### src/rtl/reg_write_ctrl_if.sv
// Register-file write port driven by reg_write_ctrl.
// master = controller side, slave = register file / observer side.
interface reg_write_ctrl_if;
    logic [4:0]  W_Addr;
    logic [31:0] W_Data;
    logic        Write_Reg;
    logic        Busy;

    modport master (
        output W_Addr,
        output W_Data,
        output Write_Reg,
        output Busy
    );

    modport slave (
        input W_Addr,
        input W_Data,
        input Write_Reg,
        input Busy
    );
endinterface

### src/rtl/reg_write_ctrl.sv
// Debounced push-button to register-file write controller.
// Single write of a pattern, or a 32-cycle fill burst of pattern+address.
module reg_write_ctrl #(
    parameter int DB_COUNT = 260000,
    parameter int CNT_W    = 18
) (
    input  logic             clk,
    input  logic             Reset,
    input  logic             Btn,
    input  logic             Fill,
    input  logic [1:0]       CS,
    input  logic [4:0]       Addr_In,
    reg_write_ctrl_if.master bus
);

    typedef enum logic [2:0] {
        IDLE,
        DEBOUNCE,
        WRITE,
        FILL,
        RELEASE
    } state_t;

    localparam logic [CNT_W-1:0] DB_LAST = CNT_W'(DB_COUNT - 1);

    state_t           state;
    logic [CNT_W-1:0] cnt;
    logic [4:0]       k;
    logic [1:0]       sync;
    logic [1:0]       lat_cs;
    logic             btn_s;

    assign btn_s = sync[1];

    function automatic logic [31:0] pat(input logic [1:0] sel);
        logic [31:0] p;
        unique case (sel)
            2'b00:   p = 32'h1234_5678;
            2'b01:   p = 32'h89AB_CDEF;
            2'b10:   p = 32'h7FFF_FFFF;
            default: p = 32'hFFFF_FFFF;
        endcase
        return p;
    endfunction

    always_ff @(posedge clk) begin
        if (Reset) begin
            state         <= IDLE;
            cnt           <= '0;
            k             <= '0;
            sync          <= '0;
            lat_cs        <= '0;
            bus.W_Addr    <= '0;
            bus.W_Data    <= '0;
            bus.Write_Reg <= 1'b0;
            bus.Busy      <= 1'b0;
        end else begin
            sync <= {sync[0], Btn};
            unique case (state)
                IDLE: begin
                    if (btn_s) begin
                        state    <= DEBOUNCE;
                        cnt      <= '0;
                        bus.Busy <= 1'b1;
                    end
                end
                DEBOUNCE: begin
                    if (!btn_s) begin
                        state    <= IDLE;
                        bus.Busy <= 1'b0;
                    end else if (cnt == DB_LAST) begin
                        // Command latched here; later switch moves are ignored
                        lat_cs        <= CS;
                        bus.Write_Reg <= 1'b1;
                        bus.W_Data    <= pat(CS);
                        if (Fill) begin
                            state      <= FILL;
                            k          <= '0;
                            bus.W_Addr <= '0;
                        end else begin
                            state      <= WRITE;
                            bus.W_Addr <= Addr_In;
                        end
                    end else begin
                        cnt <= cnt + 1'b1;
                    end
                end
                WRITE: begin
                    state         <= RELEASE;
                    cnt           <= '0;
                    bus.Write_Reg <= 1'b0;
                    bus.W_Addr    <= '0;
                    bus.W_Data    <= '0;
                end
                FILL: begin
                    if (k == 5'd31) begin
                        state         <= RELEASE;
                        k             <= '0;
                        cnt           <= '0;
                        bus.Write_Reg <= 1'b0;
                        bus.W_Addr    <= '0;
                        bus.W_Data    <= '0;
                    end else begin
                        k          <= k + 5'd1;
                        bus.W_Addr <= k + 5'd1;
                        bus.W_Data <= pat(lat_cs) + {27'd0, k} + 32'd1;
                    end
                end
                RELEASE: begin
                    if (btn_s) begin
                        cnt <= '0;
                    end else if (cnt == DB_LAST) begin
                        state    <= IDLE;
                        bus.Busy <= 1'b0;
                    end else begin
                        cnt <= cnt + 1'b1;
                    end
                end
                default: begin
                    state    <= IDLE;
                    bus.Busy <= 1'b0;
                end
            endcase
        end
    end

endmodule

### src/flat_wrapper.sv
// flat-port wrapper written by rule: the top's interface ports become plain ports
module reg_write_ctrl_flat 
#(
    parameter int DB_COUNT = 260000,
    parameter int CNT_W    = 18
)
  (clk, Reset, Btn, Fill, CS, Addr_In, bus_W_Addr, bus_W_Data, bus_Write_Reg, bus_Busy);
  reg_write_ctrl_if bus_i ();
  input  logic clk;
  input  logic Reset;
  input  logic Btn;
  input  logic Fill;
  input  logic [1:0] CS;
  input  logic [4:0] Addr_In;
  output wire logic [$bits(bus_i.W_Addr)-1:0] bus_W_Addr;
  output wire logic [$bits(bus_i.W_Data)-1:0] bus_W_Data;
  output wire logic [$bits(bus_i.Write_Reg)-1:0] bus_Write_Reg;
  output wire logic [$bits(bus_i.Busy)-1:0] bus_Busy;
  assign bus_W_Addr = bus_i.W_Addr;
  assign bus_W_Data = bus_i.W_Data;
  assign bus_Write_Reg = bus_i.Write_Reg;
  assign bus_Busy = bus_i.Busy;
  reg_write_ctrl #(.DB_COUNT(DB_COUNT), .CNT_W(CNT_W)) u_core (.clk(clk), .Reset(Reset), .Btn(Btn), .Fill(Fill), .CS(CS), .Addr_In(Addr_In), .bus(bus_i));
endmodule
### config.mk
export PLATFORM = sky130hd
export DESIGN_NAME = reg_write_ctrl_flat
export DESIGN_NICKNAME = d
export VERILOG_FILES = /design/src/rtl/reg_write_ctrl_if.sv /design/src/rtl/reg_write_ctrl.sv /design/src/flat_wrapper.sv
export SDC_FILE = /design/constraint.sdc
export NUM_CORES = 1
export LEC_CHECK = 0
export CORE_AREA = 10 10 131 133
export CTS_CLUSTER_SIZE = 12
export DETAILED_ROUTE_END_ITERATION = 10
export DIE_AREA = 0 0 141 143
export GPL_TIMING_DRIVEN = 0
export PLACE_DENSITY = 0.42
export REMOVE_ABC_BUFFERS = 1
export SLEW_MARGIN = 20
export SYNTH_ARGS = -nofsm -noshare
export SYNTH_HDL_FRONTEND = slang
export SYNTH_SLANG_ARGS = --single-unit
### constraint.sdc
create_clock -name clk -period 2.95 [get_ports clk]
set_input_delay 0.59 -clock clk [delete_from_list [all_inputs] [get_ports clk]]
set_output_delay 0.59 -clock clk [all_outputs]
set_load 0.05 [all_outputs]
Yosys cells after proc, flatten, opt, wreduce, memory -nomap -nowiden
Cells that the tools add are included.
{ "totals": {"regBits": 69, "out_inout_bits": 39} }
{ "classes": {"addsub": 4, "n_eq_ne": 19, "mux": 41, "n_bitwise": 1, "n_reduce_logical": 14} }
{ "ops": {"columns": ["cell", "count"], "rows": [
  ["$pmux W32 S3", 3],
  ["$mux W32", 6],
  ["$mux W18", 5],
  ["$pmux W18 S5", 1],
  ["$mux W5", 7],
  ["$add A32 B1 Y32 const B", 1],
  ["$add A32 B5 Y32", 1],
  ["$add A18 B1 Y18 const B", 1],
  ["$eq A18 B18 Y1 const B", 1],
  ["$mux W3", 6],
  ["$pmux W3 S5", 1],
  ["$pmux W5 S3", 1],
  ["$reduce_and A4 Y1", 3],
  ["$ne A2 B1 Y1 const B", 5],
  ["$pmux W5 S2", 1],
  ["$reduce_and A5 Y1", 2],
  ["$mux W1", 8],
  ["$eq A3 B2 Y1 const B", 2],
  ["$ne A2 B2 Y1 const B", 3],
  ["$reduce_and A3 Y1", 2],
  ["$add A5 B1 Y5 const B", 1],
  ["$eq A5 B5 Y1 const B", 1],
  ["$reduce_bool A5 Y1", 1],
  ["$eq A2 B1 Y1 const B", 2],
  ["other kinds (12)", 14]
]} }

Logic depth before layout (Yosys ltp)
Gate-level depths: netlist of run 1.
{ "logic_depth": {"ltp_word": 9, "depth_mapped": 12, "depth_no_buf": 10} }

Least setup slack after synthesis of run 1
OpenSTA, ideal clock, no wires.
{ "synth_timing": {"kind": "register to register", "from": "register u_core.lat_cs[1]", "to": "register u_core.bus.W_Data[13]", "setup_ns": 0.086, "arrival_ns": 2.636, "t_required_ns": 2.864, "path_slack_ns": 0.228, "stages_incl_launch_ff": 12, "period_less_slack_ns": 2.722, "cell_sequence": "dfxtp_1 inv_1 ha_1 clkbuf_1 inv_1 ha_1 or4_1 a21oi_1 buf_2 nor4_1 mux2i_1 a211oi_1"} }
{ "synth_between": {"elab_chain_len": 9, "word_cells_on_any_way": 11, "classes_between": "add/sub: 2; eq/ne: 2; mux: 6; reduce/logical: 1"} }
{ "synth_rtl": {"columns": ["element", "line_no", "rtl"], "rows": [
  ["start: declaration", "reg_write_ctrl.sv:30", "logic [1:0] lat_cs;"],
  ["start signal: assignment", "reg_write_ctrl.sv:52", "lat_cs <= '0;"],
  ["start signal: assignment", "reg_write_ctrl.sv:73", "lat_cs <= CS;"],
  ["$eq A2 B2 Y1 (tied with other cells)", "reg_write_ctrl.sv:37", "unique case (sel)"],
  ["$pmux W32 S3 *", "reg_write_ctrl.sv:37", null],
  ["$mux W32 *", "reg_write_ctrl.sv:96", "if (k == 5'd31) begin"],
  ["$mux W32 *", "reg_write_ctrl.sv:59", "unique case (state)"],
  ["$mux W32 *", "reg_write_ctrl.sv:47", "if (Reset) begin"],
  ["$add A32 B5 Y32 *", "reg_write_ctrl.sv:106", "bus.W_Data <= pat(lat_cs) + {27'd0, k} + 32'd1;"],
  ["$add A32 B1 Y32 *", "reg_write_ctrl.sv:106", null],
  ["$mux W32 *", "reg_write_ctrl.sv:96", null],
  ["$pmux W32 S3 *", "reg_write_ctrl.sv:59", null],
  ["end signal: assignment", "reg_write_ctrl.sv:75", "bus.W_Data <= pat(CS);"],
  ["end signal: assignment", "reg_write_ctrl.sv:106", null],
  ["end: declaration", "reg_write_ctrl_if.sv:11", "output W_Data,"]
]} }
Mark *: on every way between the ends. The rest lies on a longest branch, timed or not. The select of a mux whose other input is x is not followed.
A chain may end at the register's enable or synchronous reset.

Worst setup path after layout of run 1
{ "layout_timing": {"from": "register u_core.lat_cs[1]", "to": "register u_core.bus.W_Data[20]"} }
The elaborated chain is that of the path after synthesis.

==> key figures, run 1 <==
Global routing
  – GRT Overall Usage: 10.68%
  – Total gr overflow: 0
  – Met1 usage: 14.53%
  – Routing usage on met3: 3.151%
  – GR Layer Usage met2: 15.34%
  – Initial antenna violation count: 0
  – First-pass GRT wire length: 17.42 mm
  – Vias in the first global route: 3181
  – Largest net degree at the start of global routing: 35
  – GRT Max-Usage Layer: met2

STA
  – Total Neg Setup Slack: 0 ns
  – Fmax achieved: 351.7 MHz
  – Skew final: 0.009013 ns
  – Worst setup margin: 0.1068 ns
  – Final hold vios: 0
  – Max_slew headroom: 44.93%
  – Measured slew at the worst slew-check pin: 0.8235 ns
  – Setup violators final: 0
  – Crit path time final: 2.843 ns
  – Count of final max-slew check failures: 0
  – Tcrit/Tclk final: 96.38%

Route
  – Residual DRC: 0
  – WL/cell: 16.85 um
  – WL final: 11.05 mm
  – DR vias: 3308
  – DRT Pass-1 Iters: 4
  – Vias/cell: 5.043
  – Routed Antenna Nets: 0
  – DRT iter0 DRCs: 213

Floorplanning
  – I/O pin count: 50
  – Core outline area: 14420 um2
  – Initial Util: 24.61%
  – Die Span Y: 143 um
  – DIE AREA: 20160 um2
  – Die width: 141 um
  – Site Rows: 44

Worst setup path
  – CP startpoint kind: flip-flop
  – Crit path kind: reg2reg
  – FF-to-FF path depth: 10
  – Terminus of the critical flop-to-flop path: u_core.bus.W_Data[20]$_SDFFE_PP0P_
  – Worst Path Max Fanout: 8
  – Crit path largest cell delay: 0.44 ns
  – Critical path data required time: 3.17 ns
  – Critical-path top delay cell: dfxtp_2
  – FF-to-FF Start: u_core.lat_cs[1]$_SDFFE_PP0P_
  – CP arrival: 3.06 ns
  – R2R setup slack: 0.11 ns
  – Crit-path cells: clkinvlp_4 -> ha_2 -> nand2b_1 -> inv_1 -> fa_1 -> nor2b_2 -> o31a_1 -> o21ai_0 -> a211oi_2 -> o31ai_1
  – Crit path launch: u_core.lat_cs[1]$_SDFFE_PP0P_
  – CP endpoint kind: flip-flop
  – Crit path capture: u_core.bus.W_Data[20]$_SDFFE_PP0P_

Synthesis
  – Post-synth EDFFs: 0
  – Asr flop ratio synth: 0%
  – Post-Syn Area per Cell: 8.255 um2
  – Main synth FF type: dfxtp_1
  – Post-synth top area share: 37.79%
  – Top post-synthesis cells by area: dfxtp_1 (38%), nor2_1 (7.5%), ha_1 (4.2%)
  – Syn Inst Count: 430
  – Yosys warns: 0
  – Synthesis-stage register bit count: 67
  – Synth area leader: dfxtp_1
  – Synthesized cell area: 3550 um2
  – Sequential element share of the synthesized area: 37.79%
  – Synth unique cells: 55

Layout
  – N_diodes: 0
  – Area growth, synth to finish: 29.79%
  – Fin nets: 492
  – Layout cells sized above 1: 9.110%
  – Footprint of the multi-input gates: 2155 um2
  – Register area: 1343 um2
  – Commonest non-fill, non-tap cell in the layout: nor2_1
  – Commonest non-fill, non-tap cells in the layout: nor2_1 (71), dfxtp_1 (66), clkdlybuf4s50_1 (48)
  – Fill cells: 1547

Placement
  – Port bufs: 49
  – Post-DP HPWL: 7.539 mm
  – Dpl ws: -0.8863 ns
  – Routability cong.: 0.8313

Clock network
  – CTS tree: yes
  – Clock latency on the worst-skew pair: 0.34 ns
  – CTS buffer count: 9
  – Root buffer cell: clkbuf_16
  – Clock-pin slew on the worst setup and hold paths: 0.06 ns
  – Max clock buf depth: 2
  – # hold bufs at CTS: 0
  – # clock sinks: 67
  – CTS H-tree depth: 3

Worst hold path
  – Hold WC Path Type: reg2reg

Power and ir drop
  – PD cells: 446.4 nW/um2
  – Worst vdd ir: 204.5 uV
  – Static leakage: 1.417 nW

Job
  – Max-cap violation count: 0

Outcome
  – Status: finished clean
-- kinds of logic (layout without fill, tap and decap cells) --
logic type      count (synthesis)  in the layout  synth area share [%]
simple gates                  181            181                 25.10
buf+inv                        39             79                 5.181
compound gates                107            109                 21.22
fa+ha+maj                      13             13                 4.794
mux                             7              7                 1.974
flops                          67             67                 37.79
xor+xnor                       16             16                 3.948
-- power breakdown --
part | switching [W] | total (W) | leakage (nW) | internal (W)
registers | 0.00000343 | 0.000912 | 0.541 | 0.000909
clock network | 0.000390 | 0.00108 | 0.146 | 0.000694
logic | 0.0000360 | 0.0000601 | 0.730 | 0.0000241
-- cell usage after synthesis (6+ instances only) --
master    number
mux2i_1        7
inv_1          9
nand2_1       21
a21oi_1       19
nand2b_1       7
nor3_1        24
o211ai_1       6
xor2_1         7
buf_2          6
a211oi_1      19
dfxtp_1       67
nor2_1        71
xnor2_1        9
nor4_1         9
nand3_1       10
o21ai_0       20
or3_1          6
a311oi_1       7
ha_1          12
clkbuf_1      18
-- flip-flops by register name (all words and copies together), names as in the netlist --
signal                cells
u_core.bus.W_Data        30
u_core.bus.Write_Reg      1
u_core.state              3
u_core.k                  5
u_core.sync               2
u_core.cnt               18
u_core.bus.W_Addr         5
u_core.lat_cs             2
u_core.bus.Busy           1
-- cell type report --
cell class / instances / share of cell area, %
multi-input combinational: 326 / 46.77
clock inverter: 2 / 0.7605
tap: 184 / 4.997
timing repair buffer: 55 / 11.79
clock buffer: 13 / 5.649
inverter: 9 / 0.8963
sequential: 67 / 29.14
-- worst max-delay path: cells and delay by family, from the launching register on --
family	cells	cell delay [ns]
buffers and inverters	2	0.30
adders and majority gates	2	0.67
DFF	1	0.44
AOI/OAI and AO/OA	4	0.91
and+or+nand+nor	2	0.39
-- how the worst min path moves through the flow --
| stage | startpoint | to | slack, ns | cells past startpoint |
|---|---|---|---|---|
| 6_report | u_core.sync[0]$_SDFF_PP0_ | u_core.sync[1]$_SDFF_PP0_ | 0.43 | 1 |
| 5_1_grt | u_core.sync[0]$_SDFF_PP0_ | u_core.sync[1]$_SDFF_PP0_ | 0.46 | 1 |
| 4_1_cts | u_core.sync[0]$_SDFF_PP0_ | u_core.sync[1]$_SDFF_PP0_ | 0.44 | 1 |
| 3_5_place_dp | u_core.sync[0]$_SDFF_PP0_ | u_core.sync[1]$_SDFF_PP0_ | 0.43 | 1 |
| 3_3_place_gp | u_core.sync[0]$_SDFF_PP0_ | u_core.sync[1]$_SDFF_PP0_ | 0.42 | 1 |
| 2_1_floorplan | u_core.sync[0]$_SDFF_PP0_ | u_core.sync[1]$_SDFF_PP0_ | 0.41 | 1 |
-- through the flow --
stage,total power [W],hold slack [ns],cell area (um2),utilization (%),std cells
final,0.002056,0.4270,4607,31.94,656
after global routing,0.002138,0.4602,4607,31.94,656
after CTS,0.002095,0.4352,4508,31.25,653
after detailed placement,0.0009918,0.4311,4148,28.76,635
after global placement,0.0009899,0.4178,4120,28.57,633
after floorplan,0.0009534,0.4138,3400,-,400
-- timing repair --
action / CTS / global route
cloned: 1 / 1
buffers inserted: 2 / 2
setup endpoints to repair: 26 / 31
endpoints found under the hold margin: 0 / 0
gates resized for setup: 8 / 15
pin swaps: 1 / 2
-- layer usage --
metal / vias up / part of all wire (%)
met5: - / 0
met4: 0 / 1.4
met3: 12 / 5.4
met2: 73 / 43
met1: 1573 / 50
li1: 1650 / -
Power figures use the tool's default switching activity.
==> run 2, diff against run 1 <==
--- a/config.mk
+++ b/config.mk
@@ -5,12 +5,13 @@
 export SDC_FILE = /design/constraint.sdc
 export NUM_CORES = 1
 export LEC_CHECK = 0
-export CORE_AREA = 10 10 131 133
+export CORE_AREA = 10 10 106 108
 export CTS_CLUSTER_SIZE = 12
 export DETAILED_ROUTE_END_ITERATION = 10
-export DIE_AREA = 0 0 141 143
+export DIE_AREA = 0 0 116 118
 export GPL_TIMING_DRIVEN = 0
-export PLACE_DENSITY = 0.42
+export PLACE_DENSITY = 0.6
+export RECOVER_POWER = 50
 export REMOVE_ABC_BUFFERS = 1
 export SLEW_MARGIN = 20
 export SYNTH_ARGS = -nofsm -noshare
==> key figures, run 2 (synthesis results as in run 1) <==
Route
  – Residual DRC: 0
  – WL/cell: 16.61 um
  – DRT Pass-1 Iters: 4
  – DR vias: 3317
  – DRT iter0 DRCs: 206
  – WL final: 9.653 mm
  – Vias/cell: 5.709
  – Routed Antenna Nets: 0

Clock network
  – # hold bufs at CTS: 0
  – CTS buffer count: 9
  – Root buffer cell: clkbuf_8
  – Clock latency on the worst-skew pair: 0.35 ns
  – Max clock buf depth: 2
  – CTS H-tree depth: 3
  – CTS tree: yes
  – # clock sinks: 67
  – Clock-pin slew on the worst setup and hold paths: 0.07 ns

Layout
  – Area growth, synth to finish: 22.81%
  – Commonest non-fill, non-tap cell in the layout: nor2_1
  – Commonest non-fill, non-tap cells in the layout: nor2_1 (71), dfxtp_1 (66), dlygate4sd3_1 (39)
  – Biggest register: u_core.bus.W_Data
  – Max FFs per register: 30
  – Fill cells: 902
  – N_diodes: 0
  – Fin nets: 490
  – Layout cells sized above 1: 7.447%
  – Post-Layout Cell Count: 581
  – Regs by FF count: u_core.bus.W_Data (30), u_core.cnt (18)

Global routing
  – Total gr overflow: 0
  – Initial antenna violation count: 0
  – GRT Overall Usage: 14.07%
  – Vias in the first global route: 3212
  – Largest net degree at the start of global routing: 29
  – First-pass GRT wire length: 15.99 mm

Worst setup path
  – Crit path kind: reg2reg
  – FF-to-FF path depth: 6
  – R2R setup slack: 0.15 ns
  – Worst Path Max Fanout: 10
  – CP startpoint kind: flip-flop
  – CP arrival: 3.02 ns
  – CP endpoint kind: flip-flop
  – Critical path data required time: 3.16 ns

STA
  – Setup violators final: 0
  – Crit path time final: 2.803 ns
  – Final hold vios: 0
  – Tcrit/Tclk final: 95.03%
  – Unrepaired setup endpoints after global routing: false
  – Worst setup margin: 0.1466 ns
  – Max_slew headroom: 50.03%
  – Skew final: 0.01140 ns
  – Measured slew at the worst slew-check pin: 0.7473 ns
  – Fmax achieved: 356.7 MHz
  – Total Neg Setup Slack: 0 ns
  – Count of final max-slew check failures: 0

Power and ir drop
  – Total Power: 0.001737 W
  – Switching power total: 0.0003737 W
  – Static leakage: 1.501 nW
  – Share of power burned in registers: 52.4%
  – Clk pwr share: 44.1%
  – Worst vdd ir: 164.3 uV
  – Sw Ratio: 21.51%
  – PD cells: 398.5 nW/um2
  – Comb power frac: 3.4%
  – P_int: 0.001364 W

Placement
  – Post-DP HPWL: 6.652 mm
  – Dpl ws: -0.7480 ns
  – # placed instances: 562
  – Routability cong.: 0.9012
  – Port bufs: 49

Floorplanning
  – Core outline area: 9109 um2
  – Die width: 116 um
  – Site Rows: 35
  – I/O pin count: 50
  – Initial Util: 38.97%
  – DIE AREA: 13690 um2
  – Die Span Y: 118 um

Worst hold path
  – Hold WC Path Type: reg2reg
  – Worst Hold Depth: 1

Outcome
  – Status: finished clean

Job
  – Max-cap violation count: 0
-- run 2: area by class of cell --
type / count / area [um2] / area share (%)
Multi-Input combinational cell: 326 / 2117 / 48.56
Sequential cell: 67 / 1343 / 30.80
Timing Repair Buffer: 53 / 533.0 / 12.23
Clock buffer: 13 / 158.9 / 3.645
Tap cell: 111 / 138.9 / 3.186
Clock inverter: 2 / 35.03 / 0.8037
Inverter: 9 / 33.78 / 0.7750
-- run 2: routing by layer --
| layer | track usage (%) | wire length (um) |
|---|---|---|
| met5 | 0 | 0 |
| met4 | 6.182 | 167 |
| met3 | 3.619 | 745 |
| met2 | 20.59 | 4289 |
| met1 | 18.81 | 4450 |
-- run 2: stage by stage --
| step | instance area (um2) | hold slack (ns) | util, % |
|---|---|---|---|
| floorplan | 3400 | 0.4138 | - |
| global placement | 4029 | 0.4157 | 44.23 |
| detailed placement | 4064 | 0.4281 | 44.62 |
| CTS | 4293 | 0.4436 | 47.13 |
| global route | 4359 | 0.4671 | 47.86 |
| finish | 4359 | 0.4406 | 47.86 |
-- run 2: critical path: stages, from the launching register on --
cell and delay, ns:
dfxtp_1 0.40, ha_1 0.31, nand4_1 0.23, or4_1 0.78
o21ai_4 0.47, and2_1 0.34, a311oi_1 0.13
-- run 2: what timing repair did --
action | in CTS | in global routing
pin swaps | 1 | 1
resized for setup | 6 | 8
gates cloned | 1 | 1
endpoints found under the hold margin | 0 | 0
setup endpoints to repair | 21 | 29
setup buffers | 0 | 2
-- run 2: worst paths after layout --
| check | start | end |
|---|---|---|
| setup / recovery | u_core.cnt[0]$_SDFFE_PP0P_ | u_core.bus.W_Data[19]$_SDFFE_PP0P_ |
| hold / removal | u_core.sync[0]$_SDFF_PP0_ | u_core.sync[1]$_SDFF_PP0_ |
| setup reg to reg | u_core.cnt[0]$_SDFFE_PP0P_ | u_core.bus.W_Data[19]$_SDFFE_PP0P_ |
| hold reg to reg | u_core.sync[0]$_SDFF_PP0_ | u_core.sync[1]$_SDFF_PP0_ |
-- run 2: power by group through the flow --
stage	combinational, W	clock, W	sequential (W)
4_1_cts	0.0000601	0.000785	0.000911
3_5_place_dp	0.0000602	0	0.000931
5_1_grt	0.0000647	0.000828	0.000911
6_report	0.0000596	0.000767	0.000911
3_3_place_gp	0.0000561	0	0.000931
2_1_floorplan	0.0000199	0	0.000933
==> run 3, diff against run 2 <==
--- a/config.mk
+++ b/config.mk
@@ -13,6 +13,7 @@
 export PLACE_DENSITY = 0.6
 export RECOVER_POWER = 50
 export REMOVE_ABC_BUFFERS = 1
+export SKIP_CTS_REPAIR_TIMING = 1
 export SLEW_MARGIN = 20
 export SYNTH_ARGS = -nofsm -noshare
 export SYNTH_HDL_FRONTEND = slang
==> key figures, run 3 (synthesis results as in run 1) <==
Layout
  – Area growth, synth to finish: 22.74%
  – Commonest non-fill, non-tap cell in the layout: nor2_1
  – Biggest register: u_core.bus.W_Data
  – Max FFs per register: 30
  – N_diodes: 0
  – Fin nets: 490
  – Register area: 1343 um2
  – Regs by FF count: u_core.bus.W_Data (30), u_core.cnt (18)
  – Footprint of the multi-input gates: 2115 um2
  – Commonest non-fill, non-tap cells in the layout: nor2_1 (71), dfxtp_1 (66), dlygate4sd3_1 (39)
  – Fill cells: 892
  – Layout cells sized above 1: 7.021%

Worst setup path
  – Terminus of the critical flop-to-flop path: u_core.bus.W_Data[31]$_SDFFE_PP0P_
  – FF-to-FF Start: u_core.lat_cs[1]$_SDFFE_PP0P_
  – FF-to-FF path depth: 9
  – Crit path kind: reg2reg
  – CP endpoint kind: flip-flop
  – CP startpoint kind: flip-flop
  – CP arrival: 3.16 ns
  – Worst Path Max Fanout: 11
  – Critical path data required time: 3.20 ns
  – R2R setup slack: 0.04 ns

Placement
  – Port bufs: 49
  – Post-DP HPWL: 6.652 mm
  – Routability cong.: 0.9012

Clock network
  – Root buffer cell: clkbuf_8
  – Clock latency on the worst-skew pair: 0.34 ns
  – CTS tree: yes
  – # clock sinks: 67
  – Clock-pin slew on the worst setup and hold paths: 0.07 ns
  – Max clock buf depth: 2
  – CTS buffer count: 9
  – CTS H-tree depth: 3

Outcome
  – Status: finished clean

STA
  – Unrepaired setup endpoints after global routing: true
  – Final hold vios: 0
  – Max_slew headroom: 48.25%
  – Count of final max-slew check failures: 0
  – Hold Slack: 0.4406 ns
  – Skew final: 0.01064 ns
  – Setup violators final: 0
  – Fmax achieved: 343.2 MHz
  – Tcrit/Tclk final: 98.77%
  – Measured slew at the worst slew-check pin: 0.7739 ns
  – Crit path time final: 2.914 ns

Worst hold path
  – Critical hold path startpoint: u_core.sync[0]$_SDFF_PP0_
  – Worst Hold Depth: 1
  – Hold WC Path Type: reg2reg
  – WHS Endpoint: u_core.sync[1]$_SDFF_PP0_

Global routing
  – Vias in the first global route: 3149
  – First-pass GRT wire length: 15.59 mm
  – Total gr overflow: 0
  – GRT Overall Usage: 13.65%
  – Largest net degree at the start of global routing: 41
  – Initial antenna violation count: 0

Power and ir drop
  – Worst vdd ir: 164.9 uV
  – PD cells: 399.8 nW/um2
  – Static leakage: 1.508 nW
  – Total Power: 0.001742 W

Floorplanning
  – Die width: 116 um
  – Core outline area: 9109 um2
  – DIE AREA: 13690 um2
  – Initial Util: 38.97%
  – Site Rows: 35
  – I/O pin count: 50
  – Die Span Y: 118 um

Route
  – WL/cell: 16.60 um
  – DRT iter0 DRCs: 182
  – Routed Antenna Nets: 0
  – DR vias: 3330
  – Residual DRC: 0
  – Vias/cell: 5.731
  – WL final: 9.646 mm
  – DRT Pass-1 Iters: 4

Job
  – Max-cap violation count: 0
-- run 3: cell count changes in the layout (fill, tap and decap cells not counted) --
cell      change
a31oi_1       +1
a31oi_2       -1
ha_1          +1
ha_2          -1
inv_1         +1
inv_2         -1
nor2b_1       +1
nor2b_2       -1
nor3_1        -1
nor3_2        +1
o21bai_1      -1
o21bai_2      +1
-- run 3: worst max-delay path: stages (launching register included) --
cell,delay [ns]
dfxtp_2,0.37
inv_1,0.24
ha_4,0.27
inv_1,0.17
ha_1,0.31
or4_1,0.54
a21oi_4,0.23
or4_1,0.24
o2111ai_1,0.18
a221oi_1,0.27
-- run 3: worst max-delay path by stage --
stage,slack (ns),to,start
floorplan,-0.16,u_core.bus.W_Data[31]$_SDFFE_PP0P_,u_core.lat_cs[1]$_SDFFE_PP0P_
global placement,-1.06,u_core.bus.W_Data[31]$_SDFFE_PP0P_,u_core.lat_cs[1]$_SDFFE_PP0P_
detailed placement,-0.75,u_core.bus.W_Data[31]$_SDFFE_PP0P_,u_core.lat_cs[1]$_SDFFE_PP0P_
CTS,-0.76,u_core.bus.W_Data[31]$_SDFFE_PP0P_,u_core.lat_cs[1]$_SDFFE_PP0P_
global route,-0.09,u_core.bus.W_Data[31]$_SDFFE_PP0P_,u_core.lat_cs[1]$_SDFFE_PP0P_
finish,0.04,u_core.bus.W_Data[31]$_SDFFE_PP0P_,u_core.lat_cs[1]$_SDFFE_PP0P_
-- run 3: metrics by stage --
stage | worst slack, ns | TNS, ns | cell area [um2] | util, % | cells
6_report | 0.03641 | 0 | 4357 | 47.83 | 581
5_1_grt | -0.09185 | -0.4233 | 4357 | 47.83 | 581
4_1_cts | -0.7625 | -7.950 | 4258 | 46.74 | 577
3_5_place_dp | -0.7480 | -7.573 | 4064 | 44.62 | 562
3_3_place_gp | -1.063 | -14.63 | 4029 | 44.23 | 560
2_1_floorplan | -0.1621 | -0.5511 | 3400 | - | 400
-- run 3: area by class of cell --
type | instances | area share [%]
repair buffers | 53 | 12.23
clock inverters | 2 | 0.8041
flip-flops and latches | 67 | 30.82
inverters | 9 | 0.7754
clock buffers | 13 | 3.647
well taps | 111 | 3.188
multi-input cells | 326 | 48.54
-- run 3: power by group --
| part | internal, W | total [W] | switching [W] |
|---|---|---|---|
| Clock | 0.000432 | 0.000771 | 0.000339 |
| Combinational | 0.0000248 | 0.0000596 | 0.0000348 |
| Sequential | 0.000907 | 0.000911 | 0.00000342 |
| Total | 0.00136 | 0.00174 | 0.000378 |
-- run 3: routing by layer --
layer | routed length [um] | part of all wire (%) | vias to the layer above | GRT usage (%)
met2 | 4290 | 44 | 92 | 19.96
met3 | 713 | 7.4 | 15 | 3.670
met1 | 4473 | 46 | 1574 | 18.18
li1 | - | - | 1649 | -
met4 | 169 | 1.8 | 0 | 5.947
met5 | 0 | 0 | - | 0
